### config.mk
export PLATFORM = sky130hd
export DESIGN_NAME = paddle_motion_ctrl
export DESIGN_NICKNAME = d
export VERILOG_FILES = /design/src/rtl/paddle_motion_ctrl.sv
export SDC_FILE = /design/constraint.sdc
export NUM_CORES = 1
export LEC_CHECK = 0
export BUFFER_PORTS_ARGS = -buffer_cell sky130_fd_sc_hd__buf_2
export CAP_MARGIN = 10
export CELL_PAD_IN_SITES_DETAIL_PLACEMENT = 0
export CELL_PAD_IN_SITES_GLOBAL_PLACEMENT = 1
export CORE_ASPECT_RATIO = 1.2
export CORE_MARGIN = 5
export CORE_UTILIZATION = 41
export CTS_BUF_LIST = sky130_fd_sc_hd__clkbuf_8 sky130_fd_sc_hd__clkbuf_16
export CTS_CLUSTER_SIZE = 12
export DETAILED_ROUTE_END_ITERATION = 10
export GPL_TIMING_DRIVEN = 1
export HOLD_SLACK_MARGIN = 0.06
export PLACE_DENSITY_LB_ADDON = 0.1
export SLEW_MARGIN = 10
export SYNTH_ARGS = -nofsm -noshare
export SYNTH_HDL_FRONTEND = slang
export SYNTH_SLANG_ARGS = --single-unit
### constraint.sdc
create_clock -name clk -period 2.76 [get_ports clk]
set_input_delay 0.276 -clock clk [delete_from_list [all_inputs] [get_ports clk]]
set_output_delay 0.276 -clock clk [all_outputs]
set_load 0.05 [all_outputs]
### src/rtl/paddle_motion_ctrl.sv
// Per-frame paddle position sequencer: syncs buttons, detects the vblank tick, updates P1 then P2.
// Optional `PADDLE_ACCEL_EN` adds per-player hold counters that scale the step with hold time.
module paddle_motion_ctrl #(
    parameter int unsigned V_VISIBLE = 480,
    parameter int unsigned PADDLE_H  = 50,
    parameter int unsigned STEP      = 4,
    parameter int unsigned FRAME_V   = 480
) (
    input  logic       clk,
    input  logic       rst,
    input  logic [9:0] h_cnt,
    input  logic [9:0] v_cnt,
    input  logic       p1_up,
    input  logic       p1_down,
    input  logic       p2_up,
    input  logic       p2_down,
    input  logic       pause,
    input  logic       recenter,
    output logic [9:0] P1_y,
    output logic [9:0] P2_y,
    output logic       update_done
);

    localparam logic [9:0] YMAX = 10'(V_VISIBLE - PADDLE_H);
    localparam logic [9:0] YCTR = 10'((V_VISIBLE - PADDLE_H) / 2);

    typedef enum logic [1:0] {StIdle, StUpdP1, StUpdP2, StDone} state_e;

    state_e     state_q, state_d;
    logic [3:0] btn_meta_q, btn_sync_q;
    logic       frame_hit_q, frame_hit_prev_q, tick;
    logic       p1u, p1d, p2u, p2d;
    logic [9:0] step1, step2;
    logic [9:0] p1_q, p2_q, p1_nxt, p2_nxt;

    function automatic logic [9:0] move(input logic [9:0] y, input logic up, input logic dn,
                                        input logic [9:0] step);
        logic [10:0] sum;
        sum  = {1'b0, y} + {1'b0, step};
        move = y;
        if (up && !dn) begin
            move = (y >= step) ? y - step : '0;
        end else if (dn && !up) begin
            move = (sum > {1'b0, YMAX}) ? YMAX : sum[9:0];
        end
    endfunction

    always_ff @(posedge clk) begin
        if (rst) begin
            btn_meta_q       <= '0;
            btn_sync_q       <= '0;
            frame_hit_q      <= 1'b0;
            frame_hit_prev_q <= 1'b0;
        end else begin
            btn_meta_q       <= {p2_down, p2_up, p1_down, p1_up};
            btn_sync_q       <= btn_meta_q;
            frame_hit_q      <= (v_cnt == 10'(FRAME_V)) && (h_cnt == '0);
            frame_hit_prev_q <= frame_hit_q;
        end
    end

    // One pulse per frame no matter how long the counters dwell on the update point.
    assign tick = frame_hit_q & ~frame_hit_prev_q;
    assign p1u  = btn_sync_q[0];
    assign p1d  = btn_sync_q[1];
    assign p2u  = btn_sync_q[2];
    assign p2d  = btn_sync_q[3];

`ifdef PADDLE_ACCEL_EN
    logic [5:0] hold1_q, hold2_q, hold1_eff, hold2_eff;
    logic [1:0] last1_q, last2_q;

    function automatic logic [5:0] next_hold(input logic single, input logic [5:0] h);
        next_hold = single ? ((h == 6'd63) ? h : h + 6'd1) : '0;
    endfunction

    // A new or changed direction restarts from zero before the step is chosen.
    always_comb begin
        hold1_eff = ((p1u ^ p1d) && ({p1u, p1d} == last1_q)) ? hold1_q : '0;
        hold2_eff = ((p2u ^ p2d) && ({p2u, p2d} == last2_q)) ? hold2_q : '0;
        step1     = 10'(STEP) * (10'(hold1_eff[5:4]) + 10'd1);
        step2     = 10'(STEP) * (10'(hold2_eff[5:4]) + 10'd1);
    end

    always_ff @(posedge clk) begin
        if (rst || recenter) begin
            hold1_q <= '0;
            hold2_q <= '0;
            last1_q <= '0;
            last2_q <= '0;
        end else begin
            if (state_q == StUpdP1) begin
                hold1_q <= next_hold(p1u ^ p1d, hold1_eff);
                last1_q <= {p1u, p1d};
            end
            if (state_q == StUpdP2) begin
                hold2_q <= next_hold(p2u ^ p2d, hold2_eff);
                last2_q <= {p2u, p2d};
            end
        end
    end
`else
    always_comb begin
        step1 = 10'(STEP);
        step2 = 10'(STEP);
    end
`endif

    always_ff @(posedge clk) begin
        if (rst) begin
            state_q <= StIdle;
        end else begin
            state_q <= state_d;
        end
    end

    always_comb begin
        state_d = state_q;
        if (recenter) begin
            state_d = StIdle;
        end else begin
            unique case (state_q)
                StIdle:  if (tick && !pause) state_d = StUpdP1;
                StUpdP1: state_d = StUpdP2;
                StUpdP2: state_d = StDone;
                StDone:  state_d = StIdle;
                default: state_d = StIdle;
            endcase
        end
    end

    always_comb begin
        update_done = (state_q == StDone);
    end

    assign p1_nxt = move(p1_q, p1u, p1d, step1);
    assign p2_nxt = move(p2_q, p2u, p2d, step2);

    always_ff @(posedge clk) begin
        if (rst || recenter) begin
            p1_q <= YCTR;
            p2_q <= YCTR;
        end else begin
            if (state_q == StUpdP1) p1_q <= p1_nxt;
            if (state_q == StUpdP2) p2_q <= p2_nxt;
        end
    end

    assign P1_y = p1_q;
    assign P2_y = p2_q;

endmodule

Word-level counts from Yosys, hierarchy flattened. Index checks and enable logic that the tools add are counted.

Reduce and logical (&&, ||, !) cells: 19. Muxes and demuxes: 10. Eq/ne operators: 5. Add/subtract/negate cells: 4. Bitwise gates (word level): 2. Order comparisons: 4.

Operator list (count): 10-bit 2-to-1 mux (8); 10-bit by 3-bit adder with 11-bit output (second input constant) (2); 11-bit by 9-bit > comparator with 1-bit output (second input constant) (2); 10-bit by 3-bit greater-or-equal comparator with 1-bit output (second input constant) (2); 10-bit by 3-bit subtractor with 10-bit output (second input constant) (2); 10-bit by 9-bit equality test with 1-bit output (second input constant) (1); 10-bit logical NOT (1); 2-bit one-hot mux with 4 select lines (1); 1-bit logical AND (6); 1-bit logical NOT (5); 2-bit equality test (second input constant) (2); 2-bit AND reduction (2); 2-bit nonzero test (2); 2-bit by 1-bit equality test with 1-bit output (second input constant) (1); 2-bit logical NOT (1); 2-bit 2-to-1 mux (1); 2-bit != test (second input constant) (1); 2-bit OR reduction (1); 1-bit AND (1); 1-bit logical OR (1); 1-bit inverter (1).

Logic and storage cells: 51. Input bits: 28. Flip-flop bits (word level): 32. Output and inout port bits: 21.

Depth between registers and ports, before layout. Gate-level depths: netlist (run 1).

Depth in word-level cells: 5. Gate-level depth with buffers: 10. Mapped depth without buffers: 8.

Least setup slack after synthesis (run 1). No wires, ideal clock.

Path kind: reg-to-reg. From: register p1_q[3], in the netlist P1_y[3]. To: register p1_q[5], in the netlist P1_y[5]. Cell stages (with the launch flop): 10. Data required time: 2.625 ns. Path slack: 0.053 ns. Period minus slack after synthesis: 2.707 ns. Arrival: 2.571 ns. Setup time: 0.135 ns. Buffers on the path: 1. Cell sequence: dfxtp_1 clkdlybuf4s15_1 inv_1 ha_1 or4b_4 a2111oi_4 nand2b_4 nor3_2 o31ai_1 a31oi_1.

Word-level cells in the longest chain between the ends: 5. Elaborated cells between the ends (all ways): 8. Those cells by class: add/sub: 2; order compare: 2; mux: 4.

RTL lines: start, declared (RTL line 34) `logic [9:0] p1_q, p2_q, p1_nxt, p2_nxt;`; start signal, assigned (RTL line 144) `if (state_q == StUpdP1) p1_q <= p1_nxt;`; 10-bit by 3-bit adder with 11-bit output (RTL line 39) `sum = {1'b0, y} + {1'b0, step};`; 11-bit by 9-bit > comparator with 1-bit output (RTL line 44) `move = (sum > {1'b0, YMAX}) ? YMAX : sum[9:0];`; 10-bit 2-to-1 mux (RTL line 44); 10-bit 2-to-1 mux (RTL line 43) `end else if (dn && !up) begin`; 10-bit 2-to-1 mux (*) (RTL line 41) `if (up && !dn) begin`.

Mark *: on every way between the ends. The rest lies on a longest branch, timed or not. The select of a mux whose other input is x is not followed. A chain may end at the register's enable or synchronous reset.

Worst setup path after layout (run 1).
From: register p1_q[2], in the netlist P1_y[2]. To: register p1_q[5], in the netlist P1_y[5].

The elaborated chain is that of the path after synthesis.

==> metrics, run 1 <==
die area=7938 µm²; Synth Net Count=~370; Distinct cells, synth=between 60 and 70; number of post-CTS setup repair buffers=0; RSZ-0062 raised after global routing=no; clock root buffer=clkbuf_8; TritonCTS clock tree=done; detailed placement HPWL=between 5000 and 6000 µm; Compound-Gate Fraction of Synth Area=approximately a quarter; clk_lat worst skew=280 ps; hold depth=2; chip height=96.60 µm; routed wire length=7514 µm; layout cell share with drive strength beyond 1=22.93%; Slew headroom=57.31%; drc violations=0; Fin. Hold Viols=0; synthesized area per cell=7.718 µm²; initial core utilization=42.35%; Crit Path Category=register to register; # diodes=0; first-pass GRT wire length=about 12000 µm; clock skew=10.86 ps; fill count=650; total grt overflow=0; CP startpoint kind=register; CP required=2900 ps; CTS resizes=0; crit path DAT=~2600 ps; Port Buffers=48; ys async rst share=0%; mux cell area share after synthesis=less than 1%; Routed WL per cell=16.44 µm; initial antenna violation count=0; Slew Limit Fails=0; IO Count=between 40 and 50; Num CTS Buffers=5; synth warn=0; worst-path fanout max=5; vias=2713; row cnt=31; Iter 0 DRT Violations=162; Clock Pin Slew Worst Setup and Hold Paths=80 ps; Max IR drop VDD=0.2041 mV; static leakage=0.001090 µW; H-tree depth=2; largest family of logic cells by synthesized area=simple AND/OR/NAND/NOR gates; final setup violation count=0; total core area=6051 µm²; die span in x=82.17 µm; Tcrit/Tclk final=between 80 and 90%; Via density=5.937; Synth Area in Adders=6.348%; layout overhead on the synthesized area=14.31%; Top FF cell, synth=dfxtp_1; gr usage total=19.29%; Least-Margin Pin Slew=639.1 ps; Worst setup EP type=register; largest net degree at the start of global routing=17; R2R cell count=8; #FFs+latches synth=32; Pwr Total=972.6 µW; HP Class=input port to register; first drt pass iteration count=6; power density over cell area=332.1 nW/µm²; Seq/Total Area, Yosys=25.00%; Max Cap Violations=0; Nets=415; Sequential Area=around 640 µm²; clock sinks=32; fraction of the mapped netlist area in simple logic gates=30.66%; Mapped Cells=between 300 and 400; Sum Neg Setup Slack=0 ps; fmax=412.5 MHz; minimum clock period=around 2400 ps; R2R Setup Slk=340 ps; Clock Path Buffers=2; status=finished, final reports clean; post-route ant nets=0; Post-Synth XOR/XNOR Area=about 2.4%; GPL Wtd Cong=0.9059; Post-synth EDFFs=0; Final Non-Filler Cells=457; number of global-route vias before repair=2542; cts hold-fix bufs=0; mapped cell area=2562 µm²; dpl cells=449; area of the multi-input gates=around 1700 µm²
-- routing by layer --
metal	track usage (%)	wire, µm
met2	31.80	3749
met5	0	0
met3	3.067	365
met1	23.51	3103
met4	9.847	296
-- final timing paths --
check | from | to
min | p1_down | btn_meta_q[1]
max reg2reg | P1_y[2] | P1_y[5]
max | P1_y[2] | P1_y[5]
min reg2reg | btn_meta_q[1] | btn_sync_q[1]
-- state kept, by name (all words and copies together), names as in the netlist --
signal and count:
state_q 2, frame_hit_q 1, btn_meta_q 4, frame_hit_prev_q 1, P1_y 10, P2_y 10
btn_sync_q 4
-- synthesized netlist by cell type, drive strengths merged (6+ instances only) --
library cell,n,area share (%)
inv,15,2.2
buf,11,3.2
nor3,16,3.3
nor4,6,1.5
nand2,28,4.1
a21oi,24,4.7
nand3,9,1.8
dfxtp,32,25
xnor2,6,2.1
nor2b,13,3.2
o21ai,28,5.5
nor2,26,3.9
ha,13,6.3
clkbuf,14,3.6
a31oi,10,2.4
-- worst max-delay path, cell delays in order, from the launching register on --
cell and delay, ps:
dfxtp_1 360, inv_1 130, ha_1 250, or4b_4 500, a2111oi_4 480, nand2b_4 240, nor3_2 40, o31ai_1 180
a31oi_1 100
-- per-stage QoR --
stage          util (%)  hold WS, ps  setup WS, ps  instance area, µm²
2_1_floorplan         -        404.2         53.46                2562
3_3_place_gp      46.57        418.7         397.5                2818
3_5_place_dp      46.57        430.8         367.2                2818
4_1_cts           48.41        194.9         342.0                2929
5_1_grt           48.41        221.5         189.6                2929
6_report          48.41        197.0         335.6                2929
-- report_power, final --
group          leakage, µW  total (µW)  switching, µW  internal [µW]
Combinational     0.000776        55.3           29.1           26.2
Clock            0.0000541         449            182            267
Sequential        0.000260         468           1.10            467
-- cells in the final DEF, fill, tap and decap left out, drive strengths merged, types with 2 or more instances in the layout --
master and instances:
a2111oi 2, a211o 3, a211oi 2, a21oi 24
a311o 2, a31o 2, a31oi 10, a32oi 2
and2 2, and3 3, and4 3, buf 61
clkbuf 5, dfxtp 32, ha 13, inv 15
nand2 28, nand2b 3, nand3 9, nand3b 5
nand4 3, nand4b 5, nor2 26, nor2b 13
nor3 16, nor4 6, nor4b 5, o211ai 3
o21a 3, o21ai 28, o221ai 3, o311ai 2
o31a 2, o31ai 2, or2 3, or4 2
or4b 3, xnor2 6
-- final cells by class --
cell class,count,area share [%]
Clock buffer,5,2.349
Clock inverter,3,1.452
Inverter,15,1.922
Multi-Input combinational cell,259,57.37
Sequential cell,32,21.87
Tap cell,82,3.503
Timing Repair Buffer,61,11.53
-- logic make-up (layout without fill, tap and decap cells) --
family | Yosys count | in the layout
AO/OA/AOI/OAI | 99 | 99
XOR/XNOR | 7 | 7
adder cells (fa/ha/maj) | 13 | 13
buffers and inverters | 41 | 84
flip-flops | 32 | 32
multiplexers | 1 | 1
AND/OR/NAND/NOR | 139 | 139
Note: power is estimated with default switching activity, not from simulation.
==> run 2, diff against run 1 <==
PLACE_DENSITY_LB_ADDON = 0.08   (was 0.1)
==> run 2 against run 1 <==
- combinational power up 3.8%
- global-route usage up 0.63 points
- die area unchanged
- sequential power hardly changed
- worst setup slack got worse by 73 ps
- first-iteration DRC count is 36% lower
- final cell count decreased by 0.22%
- largest cell class unchanged
==> metrics, run 2 (synthesized netlist as in run 1, its figures left out) <==
first drt pass iteration count=5 (-1); minimum clock period=2497 ps (+72.97 ps); worst-path fanout max=7 (+2); fill count=648 (-0.31%); Fin. Hold Viols=0 (unchanged); R2R cell count=8 (unchanged); layout overhead on the synthesized area=13.92%; Clock Pin Slew Worst Setup and Hold Paths=70 ps (about the same); routed wire length=7442 µm (-0.96%); Slew headroom=47.45% (-9.9 points); Max Cap Violations=0 (unchanged); final instance area=2919 µm² (-0.34%); dpl cells=448 (-0.22%); vias=2657 (-2.1%); largest net degree at the start of global routing=17 (unchanged); Max IR drop VDD=0.2576 mV (+26%); initial core utilization=42.35% (unchanged); Least-Margin Pin Slew=785.3 ps (+146.3 ps); clock skew=5.450 ps (-5.408 ps); drc violations=0 (unchanged); HP Class=input port to register; total grt overflow=0 (unchanged); CP startpoint kind=register; most frequent cells in the layout=buf_2, dfxtp_1, nand2_1, o21ai_0, nor2_1; crit path DAT=2650 ps (+80 ps); die area=7938 µm² (unchanged); commonest non-fill, non-tap cell in the layout=buf_2; Routed WL per cell=16.32 µm (-0.74%); Crit Path Category=register to register; status=finished, final reports clean; Nets=414 (-0.24%); first-pass GRT wire length=12550 µm (+2.5%); Area after DPL=2810 µm² (-0.27%); clock sinks=32 (unchanged); clk_lat worst skew=280 ps (about the same); Clock Path Buffers=2 (unchanged); Final Non-Filler Cells=456 (-0.22%); initial antenna violation count=0 (unchanged); Slowest Stage Delay on Critical Path=500 ps (about the same); clock root buffer=clkbuf_8; Stages on worst setup path=8 (unchanged); Iter 0 DRT Violations=104 (-36%); total core area=6051 µm² (unchanged); layout cell share with drive strength beyond 1=22.73% (-0.21 points); Sum Neg Setup Slack=0 ps (unchanged); Buf/Inv on CP=1 (unchanged); Worst setup EP type=register; post-route ant nets=0 (unchanged); chip height=96.60 µm (unchanged); crit-path cells=inv_1, ha_1, or4b_4, a2111oi_4, nand2b_4, nor3_2, o31ai_1, a31oi_1; hold depth=2 (unchanged); final setup violation count=0 (unchanged); GPL Wtd Cong=0.8530 (-5.8%); number of global-route vias before repair=2575 (+1.3%); die span in x=82.17 µm (unchanged); TritonCTS clock tree=done; Top Family by Delay on Critical Path=compound AO/OA/AOI/OAI gates; Tcrit/Tclk final=90.49% (+2.6 points); gr usage total=19.92% (+0.63 points); H-tree depth=2 (unchanged); RSZ-0062 raised after global routing=no; # diodes=0 (unchanged); row cnt=31 (unchanged); CP required=2910 ps (about the same); static leakage=0.001091 µW (about the same); power density over cell area=332.7 nW/µm² (+0.18%); IO Count=49 (unchanged); R2R Setup Slk=260 ps (-70 ps); fmax=400.4 MHz (-2.9%); Slew Limit Fails=0 (unchanged); Port Buffers=48 (unchanged); Critical-path top delay cell=or4b_4; Num CTS Buffers=5 (unchanged); detailed placement HPWL=5570 µm (-2.6%); Via density=5.827 (-1.8%)
-- run 2: worst paths after layout --
kind / from / to
hold / removal: p2_up / btn_meta_q[2]
setup / recovery: P1_y[2] / P1_y[5]
setup reg to reg: P1_y[2] / P1_y[5]
hold reg to reg: btn_meta_q[0] / btn_sync_q[0]
-- run 2: cell type report --
class | instances | area, µm² | share of cell area, %
multi-input cells | 259 | 1680 | 57.57
inverters | 15 | 56.30 | 1.929
clock inverters | 3 | 38.79 | 1.329
clock buffers | 5 | 68.82 | 2.357
repair buffers | 60 | 330.3 | 11.32
flip-flops and latches | 32 | 641.9 | 21.99
well taps | 82 | 102.6 | 3.515
-- run 2: routing by layer --
layer	vias to the layer above	track usage, %	wire length (µm)
met5	-	0	0
met4	0	9.719	293
met3	20	2.788	233
met2	67	34.97	3921
met1	1256	22.77	2993
li1	1314	-	-
-- run 2: power breakdown --
| group | total [µW] | switching, µW | internal (µW) |
|---|---|---|---|
| Combinational | 57.4 | 30.9 | 26.5 |
| Sequential | 468 | 1.05 | 467 |
| Clock | 446 | 182 | 264 |
| Total | 971 | 214 | 758 |
-- run 2: repair_timing --
item | CTS | global route
hold buffers | 0 | 0
setup endpoints to repair | 0 | 1
gates resized for setup | 0 | 1
setup buffers | 0 | 0
-- run 2: stage by stage --
step	setup slack, ps	hold slack [ps]	util (%)	power (µW)
2_1_floorplan	53.46	404.2	-	509.8
3_3_place_gp	333.6	418.0	46.44	535.6
3_5_place_dp	308.9	421.8	46.44	536.5
4_1_cts	269.5	188.9	48.22	986.4
5_1_grt	35.37	211.7	48.24	1016
6_report	262.6	196.8	48.24	971.1
==> run 3, diff against run 2 <==
BUFFER_PORTS_ARGS = not set   (was -buffer_cell sky130_fd_sc_hd__buf_2)
CORE_UTILIZATION = 47   (was 41)
DONT_BUFFER_PORTS = 1   (was not set)
==> run 3 against run 2 <==
- via count fell by 5.4%
- power decreased by 2.0%
- worst setup slack worse by 15 ps
- largest power group unchanged
==> metrics, run 3 (synthesized netlist as in run 1, its figures left out) <==
Slew Limit Fails=0 (unchanged); Crit Path Category=register to register; number of global-route vias before repair=2513 (-2.4%); layout cell share with drive strength beyond 1=13.91% (-8.8 points); Clock Pin Slew Worst Setup and Hold Paths=70 ps (about the same); TritonCTS clock tree=done; clock sinks=32 (unchanged); Nets=378 (-8.7%); Routed WL per cell=17.94 µm (+9.9%); layout overhead on the synthesized area=7.129%; status=finished, final reports clean; Port Buffers=0 (-100%); Clock Path Buffers=2 (unchanged); power density over cell area=346.5 nW/µm² (+4.2%); row cnt=29 (-6.5%); Sum Neg Setup Slack=0 ps (unchanged); commonest non-fill, non-tap cell in the layout=dfxtp_1; Iter 0 DRT Violations=142 (+37%); IO Count=49 (unchanged); crit-path cells=inv_1, ha_1, or4b_4, a2111oi_4, nand2b_4, nor3_2, o31ai_1, a31oi_1; sw frac=21.70% (-0.29 points); H-tree depth=2 (unchanged); most frequent cells in the layout=dfxtp_1, nand2_1, o21ai_0; die area=7035 µm² (-11%); clock skew=5.621 ps (+0.1715 ps); clock root buffer=clkbuf_8; initial core utilization=48.37% (+6.0 points); initial antenna violation count=0 (unchanged); net switching power=206.4 µW (-3.3%); Slowest Stage Delay on Critical Path=480 ps (-20 ps); Gate power share=4.1% (-1.8 points); Pint=744.9 µW (-1.7%); Via density=6.283 (+7.8%); static leakage=0.0009628 µW (-12%); first drt pass iteration count=4 (-1); first-pass GRT wire length=11990 µm (-4.5%); Max Cap Violations=0 (unchanged); sequential power share=49.2% (+1.0 points); GPL Wtd Cong=0.8874 (+4.0%); detailed placement HPWL=5348 µm (-4.0%); number of post-CTS setup repair buffers=0 (unchanged); crit path DAT=2650 ps (about the same); clk_lat worst skew=280 ps (about the same); drc violations=0 (unchanged); vias=2513 (-5.4%); Num CTS Buffers=5 (unchanged); routed wire length=7175 µm (-3.6%); Max IR drop VDD=0.3281 mV (+27%); minimum clock period=2512 ps (+14.63 ps); Top Family by Delay on Critical Path=compound AO/OA/AOI/OAI gates; CP startpoint kind=register; # diodes=0 (unchanged); Critical-path top delay cell=or4b_4; largest net degree at the start of global routing=17 (unchanged); final setup violation count=0 (unchanged); Slew headroom=48.16% (+0.71 points); Clock power frac=46.7% (+0.8 points); post-route ant nets=0 (unchanged); Buf/Inv on CP=1 (unchanged); die span in x=77.41 µm (-5.8%); Worst setup EP type=register; total grt overflow=0 (unchanged); Least-Margin Pin Slew=766.8 ps (-18.49 ps); HP Class=input port to register; total core area=5298 µm² (-12%); Tcrit/Tclk final=91.02% (+0.53 points); CTS resizes=0 (unchanged); fmax=398.1 MHz (-0.58%); CP required=2900 ps (about the same); gr usage total=20.51% (+0.59 points); chip height=90.89 µm (-5.9%); Pwr Total=951.3 µW (-2.0%); Fin. Hold Viols=0 (unchanged); RSZ-0062 raised after global routing=no; worst-path fanout max=13 (+6)
## run 3: power by group through the flow
stage	clock network [µW]	registers [µW]	logic (µW)
6_report	444	468	39.3
5_1_grt	474	468	43.8
4_1_cts	456	468	39.4
3_5_place_dp	0	479	36.0
3_3_place_gp	0	478	36.3
2_1_floorplan	0	478	31.5
## run 3: worst paths after layout
check / from / endpoint / slack [ps] / cells past startpoint
hold / removal: p2_down / btn_meta_q[3] / 120 / 1
hold reg to reg: btn_meta_q[0] / btn_sync_q[0] / 440 / 1
setup / recovery: P1_y[2] / P1_y[5] / 250 / 8
setup reg to reg: P1_y[2] / P1_y[5] / 250 / 8
## run 3: layout make-up
class	instances	area (µm²)
clock buffer	5	68.82
clock inverter	3	38.79
fill	538	2552
inverter	15	56.30
multi-input combinational	259	1680
sequential	32	640.6
tap	62	77.57
timing repair buffer	24	182.7
## run 3: stage by stage
stage                     worst slack [ps]  utilization, %  hold slack (ps)  std cells  instance area, µm²
after floorplan                      53.46               -            404.2        332                2562
after global placement               349.5           49.60            349.5        391                2628
after detailed placement             256.7           49.60            350.5        391                2628
after CTS                            245.0           51.82            112.0        400                2745
after global routing                 17.92           51.82            124.0        400                2745
final                                247.9           51.82            122.5        400                2745
## run 3: timing repair
action	CTS	global route
hold buffers	1	0
setup endpoints to repair	0	1
hold endpoints to repair	9	0
## run 3: routing by layer
metal,part of all wire [%],wire (µm),GRT usage (%)
met5,0,0,0
met4,2.6,183,10.03
met3,5.4,387,3.992
met2,52,3726,36.80
met1,40,2878,22.53
